==> config.mk <==
export PLATFORM = sky130hd
export DESIGN_NAME = sad_lane_pipe
export DESIGN_NICKNAME = d
export VERILOG_FILES = /design/src/rtl/sad_lane_pipe.sv
export SDC_FILE = /design/constraint.sdc
export NUM_CORES = 1
export LEC_CHECK = 0
export BUFFER_PORTS_ARGS = -buffer_cell sky130_fd_sc_hd__buf_4
export CORE_MARGIN = 2
export CORE_UTILIZATION = 45
export CTS_CLUSTER_DIAMETER = 40
export DETAILED_ROUTE_END_ITERATION = 12
export MAX_ROUTING_LAYER = met4
export PLACE_DENSITY = 0.68
export SLEW_MARGIN = 5
export SYNTH_ARGS = -nofsm -noshare
export SYNTH_HDL_FRONTEND = slang
export SYNTH_SLANG_ARGS = --single-unit
==> constraint.sdc <==
create_clock -name Clk -period 9 [get_ports Clk]
set_input_delay 0.9 -clock Clk [delete_from_list [all_inputs] [get_ports Clk]]
set_output_delay 0.9 -clock Clk [all_outputs]
set_load 0.01 [all_outputs]
==> src/rtl/sad_lane_pipe.sv <==
// sad_lane_pipe: pipelined frame/window difference array with row reduction,
// block SAD accumulation and running-minimum tracking for motion estimation.
//
// Ports
//   Clk         clock, all logic on the rising edge
//   Reset       synchronous active-high reset, clears every register and output
//   start       one-cycle pulse opening a new search (clears accumulation,
//               block index, minimum tracker and in-flight beats)
//   in_valid    a frame/window beat is present on in_f/in_w
//   abs_mode    per-beat mode: 1 = |f-w|, 0 = signed f-w
//   in_f, in_w  LANES unsigned pixels, lane k at [k*IN_W +: IN_W]
//   diff_valid  diff_out carries the differences of a beat
//   diff_out    LANES signed differences, lane k at [k*DIFF_W +: DIFF_W]
//   blk_valid   one-cycle pulse, blk_sum/blk_idx hold a completed block
//   blk_sum     sum of all lane differences over ROWS beats
//   blk_idx     index of the completed block since start
//   min_valid   at least one block has completed since start/Reset
//   min_sum     smallest blk_sum so far (signed), min_idx its block index
module sad_lane_pipe #(
  parameter int LANES  = 16,
  parameter int IN_W   = 9,
  parameter int DIFF_W = 14,
  parameter int ROWS   = 16,
  parameter int SUM_W  = 24
) (
  input  logic                    Clk,
  input  logic                    Reset,
  input  logic                    start,
  input  logic                    in_valid,
  input  logic                    abs_mode,
  input  logic [LANES*IN_W-1:0]   in_f,
  input  logic [LANES*IN_W-1:0]   in_w,
  output logic                    diff_valid,
  output logic [LANES*DIFF_W-1:0] diff_out,
  output logic                    blk_valid,
  output logic [SUM_W-1:0]        blk_sum,
  output logic [15:0]             blk_idx,
  output logic                    min_valid,
  output logic [SUM_W-1:0]        min_sum,
  output logic [15:0]             min_idx
);

  localparam int CNT_W = (ROWS > 1) ? $clog2(ROWS) : 1;
  localparam logic [CNT_W-1:0] LAST_ROW = CNT_W'(ROWS - 1);

  // Zero-extended f minus w; in magnitude mode the negative results are
  // negated, which always fits because |f-w| <= 2^IN_W - 1.
  function automatic logic signed [DIFF_W-1:0] lane_diff(
    input logic [IN_W-1:0] f,
    input logic [IN_W-1:0] w,
    input logic            mag
  );
    logic signed [IN_W:0] d;
    d = $signed({1'b0, f}) - $signed({1'b0, w});
    if (mag && d[IN_W]) d = -d;
    return {{(DIFF_W-IN_W){d[IN_W]}}, d[IN_W-1:0]};
  endfunction

  // Signed sum of all lanes of one beat, wrapping modulo 2^SUM_W.
  function automatic logic signed [SUM_W-1:0] row_total(
    input logic [LANES*DIFF_W-1:0] v
  );
    logic signed [SUM_W-1:0]  s;
    logic signed [DIFF_W-1:0] l;
    s = '0;
    for (int k = 0; k < LANES; k++) begin
      l = v[k*DIFF_W +: DIFF_W];
      s = s + {{(SUM_W-DIFF_W){l[DIFF_W-1]}}, l};
    end
    return s;
  endfunction

  logic [LANES*DIFF_W-1:0] diff_p0_d;
  logic                    vld_p1_q;
  logic [LANES*DIFF_W-1:0] diff_p1_q;
  logic                    vld_p2_q;
  logic signed [SUM_W-1:0] row_p2_q;
  logic signed [SUM_W-1:0] acc_q;
  logic signed [SUM_W-1:0] blk_total_d;
  logic [CNT_W-1:0]        row_cnt_q;
  logic [15:0]             idx_q;
  logic                    blk_vld_q;
  logic signed [SUM_W-1:0] blk_sum_q;
  logic [15:0]             blk_idx_q;
  logic                    min_vld_q;
  logic signed [SUM_W-1:0] min_sum_q;
  logic [15:0]             min_idx_q;

  always_comb begin
    diff_p0_d = '0;
    for (int k = 0; k < LANES; k++) begin
      diff_p0_d[k*DIFF_W +: DIFF_W] =
        lane_diff(in_f[k*IN_W +: IN_W], in_w[k*IN_W +: IN_W], abs_mode);
    end
  end

  assign blk_total_d = acc_q + row_p2_q;

  always_ff @(posedge Clk) begin
    if (Reset) begin
      vld_p1_q  <= 1'b0;
      diff_p1_q <= '0;
      vld_p2_q  <= 1'b0;
      row_p2_q  <= '0;
      acc_q     <= '0;
      row_cnt_q <= '0;
      idx_q     <= '0;
      blk_vld_q <= 1'b0;
      blk_sum_q <= '0;
      blk_idx_q <= '0;
      min_vld_q <= 1'b0;
      min_sum_q <= '0;
      min_idx_q <= '0;
    end else begin
      // Stage 1: per-lane differences. A beat arriving with start is row 0
      // of the new search, so start does not gate this stage.
      vld_p1_q <= in_valid;
      if (in_valid) diff_p1_q <= diff_p0_d;

      // Stage 2: row reduction. start drops the beat currently in stage 1.
      vld_p2_q <= vld_p1_q && !start;
      if (vld_p1_q) row_p2_q <= row_total(diff_p1_q);

      // Stage 3: block accumulation and minimum tracking. The minimum is
      // updated on the same edge that raises blk_valid, so during the pulse
      // min_* already include the completed block.
      blk_vld_q <= 1'b0;
      if (start) begin
        acc_q     <= '0;
        row_cnt_q <= '0;
        idx_q     <= '0;
        min_vld_q <= 1'b0;
        min_sum_q <= '0;
        min_idx_q <= '0;
      end else if (vld_p2_q) begin
        if (row_cnt_q == LAST_ROW) begin
          acc_q     <= '0;
          row_cnt_q <= '0;
          blk_vld_q <= 1'b1;
          blk_sum_q <= blk_total_d;
          blk_idx_q <= idx_q;
          idx_q     <= idx_q + 16'd1;
          // Strict compare: ties keep the earlier block.
          if (!min_vld_q || (blk_total_d < min_sum_q)) begin
            min_vld_q <= 1'b1;
            min_sum_q <= blk_total_d;
            min_idx_q <= idx_q;
          end
        end else begin
          acc_q     <= blk_total_d;
          row_cnt_q <= row_cnt_q + CNT_W'(1);
        end
      end
    end
  end

  assign diff_valid = vld_p1_q;
  assign diff_out   = diff_p1_q;
  assign blk_valid  = blk_vld_q;
  assign blk_sum    = blk_sum_q;
  assign blk_idx    = blk_idx_q;
  assign min_valid  = min_vld_q;
  assign min_sum    = min_sum_q;
  assign min_idx    = min_idx_q;

endmodule

==> results.txt <==
status: complete, no violations
Rel. slew slack: 0.277
Via density: 5.28
PostCTS Resize Cnt: 0
Worst VDD drop: 983 uV
Pwr Density: 363 nW/um2
TritonCTS Buffers: 56
drt first pass iters: 6
Sequential Power Share: 0.138
DRC viols: 0
synth warn: 0
Logic pwr share: 0.676
Synth cell types: 67
RSZ-0062 raised after global routing: false
H-Tree Depth: 2
Final Core Density: 0.571
largest family of logic cells by synthesized area: adder cells
post-route cell area: 33000 um2
Max Slew Vio Count: 0
crit path time final: 6.08 ns
# setup viols final: 0
Syn Area/Cell: 8.54 um2
gr usage total: 0.284
Crit. Startpoint: diff_out[3]$_SDFFE_PP0P_
Sw Pwr: 5510 uW
Mapped Area: 26300 um2
R2R cell count: 19
post-synthesis mux area share: 0.0279
setup ws final: 2.92 ns
worst reg2reg setup slack: 2.92 ns
first-pass GRT wire length: 128000 um
hpwl dp: 68600 um
CTS Buffer Depth: 3
Worst-Skew Late Latency: 0.60 ns
Worst Hold Path EP: blk_sum[19]$_SDFFE_PP0P_
Net Sw Frac: 0.461
fmax: 0.165 GHz
number of synthesized flops with an enable pin: 0
FF+latch area: 6250 um2
Int Power: 6450 uW
Initial Util: 0.456
Hold Fails Final Rpt: 0
initial DRC count: 1368
HP Start: blk_sum[19]$_SDFFE_PP0P_
largest net degree at the start of global routing: 108
CTS tree: built
setup TNS: 0 ns
Area Growth Syn to Fin: 25.4%
Worst Setup End Kind: register
ant diodes: 0
I/O pin count: 600
fin nets: 4272
fillcell total: 5439
number of synthesized register bits: 312
max-cap check violation count: 0
Post-DRT Antenna Nets: 0
Critical Path Start Type: register
WL final: 84700 um
Post-Synth XOR/XNOR Area: 0.0696
Crit path required time: 9.48 ns
Worst-path clk slew: 0.06 ns
reg2reg start: diff_out[3]$_SDFFE_PP0P_
initial antenna violation count: 0
post-synthesis compound-gate area fraction: 0.201
critical-path maximum fanout: 3
Final Cycle Share: 0.675
Slew @ Worst Pin: 1.08 ns
fraction of layout instances using a drive strength above 1: 0.213
CTS Hold Bufs: 0
clock power share: 0.185
Seq/Total Area, Yosys: 0.238
area of the die: 60400 um2
Clock Sinks: 312
hold path depth: 2
ranking of synthesized cells by area: dfxtp_1, fa_1, ha_1, inv_1, nor2_1
reg-to-reg endpoint: row_p2_q[15]$_SDFFE_PP0P_
kind of critical path: reg -> reg
Worst Skew: 0.0279 ns
Worst Hold Class: reg -> reg
Lkg Pwr: 0.0154 uW
vias in the first global route: 22238
gr ovfl total: 0
Die X: 246 um
drt wl/cell: 19.3 um
clock root cell: clkbuf_16
async set-reset flop share out of synthesis: 0
pre-CTS setup slack: 2.93 ns
via count: 23215
Synth Net Count: 3769
Yosys top cell area share: 0.238
crit path DAT: 6.55 ns
placed cell areas: 31000 um2
Simple-Gate Fraction of Synth Area: 0.127
row count: 88
Pwr Total: 12000 uW
Post-Synth Adder-Cell Area: 0.237
# port buffers: 599
cell taking the most area after synthesis: dfxtp_1
multi-input combinational cell area: 17400 um2
setup bufs post-CTS: 0
GP Congestion: 0.929
Die Span Y: 246 um
predominant post-synthesis flop cell: dfxtp_1
Core Area: 57700 um2
Syn Inst Count: 3078
-- stage by stage --
stage / instances / hold slack [ns]
2_1_floorplan: 3078 / 0.434
3_3_place_gp: 4288 / 0.445
3_5_place_dp: 4288 / 0.449
4_1_cts: 4393 / 0.457
5_1_grt: 4393 / 0.472
6_report: 4393 / 0.451
-- Yosys cell counts (26+ instances only) --
cell type	instances
inv_1	460
nor2_1	326
dfxtp_1	312
ha_1	230
a21oi_1	170
fa_1	168
nand2_1	150
xor2_1	116
a211oi_1	104
xnor2_1	93
clkbuf_1	83
o21ai_0	75
mux2i_1	71
buf_4	64
a21o_1	62
nand3_1	54
o21a_1	54
nor3_1	50
nor2b_1	49
o31ai_1	35
or3_1	28
a32o_1	26
-- sequential cells by signal (all words and copies together), names as in the netlist, 4 cells and up --
register	count
row_cnt_q	4
blk_sum	24
row_p2_q	24
min_sum	24
blk_idx	16
idx_q	16
acc_q	24
diff_out	160
min_idx	16
-- cell type report --
class | instances | share of cell area
clock buffer | 63 | 0.0452
clock inverter | 42 | 0.0149
inverter | 461 | 0.0525
multi-input combinational | 2138 | 0.529
sequential | 312 | 0.189
tap | 765 | 0.0290
timing repair buffer | 612 | 0.140
-- how the worst max path moves through the flow --
stage | to | slack (ns) | cells after the start
global route | row_p2_q[16]$_SDFFE_PP0P_ | 2.64 | 19
finish | row_p2_q[15]$_SDFFE_PP0P_ | 2.92 | 19
CTS | row_p2_q[15]$_SDFFE_PP0P_ | 2.91 | 19
floorplan | row_p2_q[15]$_SDFFE_PP0P_ | 3.17 | 19
detailed placement | row_p2_q[15]$_SDFFE_PP0P_ | 2.93 | 19
global placement | row_p2_q[15]$_SDFFE_PP0P_ | 2.99 | 19
-- kinds of logic after synthesis --
| kind of cell | Yosys count |
|---|---|
| mux | 73 |
| fa+ha+maj | 398 |
| simple gates | 738 |
| compound gates | 720 |
| xor+xnor | 209 |
| buf+inv | 628 |
| flops | 312 |
-- per-layer routing --
layer,part of all wire,vias up,GRT usage
met5,0,-,-
met4,0.027,0,0.0729
met3,0.061,91,0.0524
met2,0.49,686,0.480
met1,0.42,11016,0.347
li1,-,11422,-
-- worst max-delay path, cell delays in order, from the launching register on --
cell and delay (ns):
dfxtp_1 0.36, inv_1 0.07, fa_1 0.53, inv_1 0.06, fa_1 0.54, fa_1 0.53, fa_1 0.52, fa_1 0.55
inv_1 0.05, fa_1 0.58, inv_1 0.06, ha_1 0.29, a21o_1 0.17, a21o_1 0.20, a2111o_1 0.47, a211oi_2 0.26
o21ai_1 0.09, a21oi_1 0.22, nor4_1 0.07, a311o_1 0.34
-- cells in the final DEF, fill, tap and decap left out, types with 23 or more instances in the layout --
cell       Yosys  final
nor2_1       326    325
inv_1        460    459
a21o_1        62     62
nor2b_1       49     48
o21ai_0       75     75
a211o_1       25     25
dfxtp_1      312    312
fa_1         168    168
o31ai_1       35     35
o21a_1        54     54
a21oi_1      170    170
clkbuf_16      0     57
a22o_1        23     23
ha_1         230    230
a32o_1        26     26
mux2i_1       71     71
nor3_1        50     49
xor2_1       116    116
nand2_1      150    150
a211oi_1     104    104
buf_4         64    610
nand3_1       54     54
xnor2_1       93     93
or3_1         28     28
-- power by group through the flow --
stage | Sequential, uW | Combinational [uW] | Clock, uW
final | 1660 | 8090 | 2210
after global routing | 1670 | 9090 | 2310
after global placement | 1670 | 7970 | 0
after floorplan | 1660 | 6020 | 0
after CTS | 1650 | 8100 | 2240
after detailed placement | 1680 | 8020 | 0
Power figures use the tool's default switching activity.
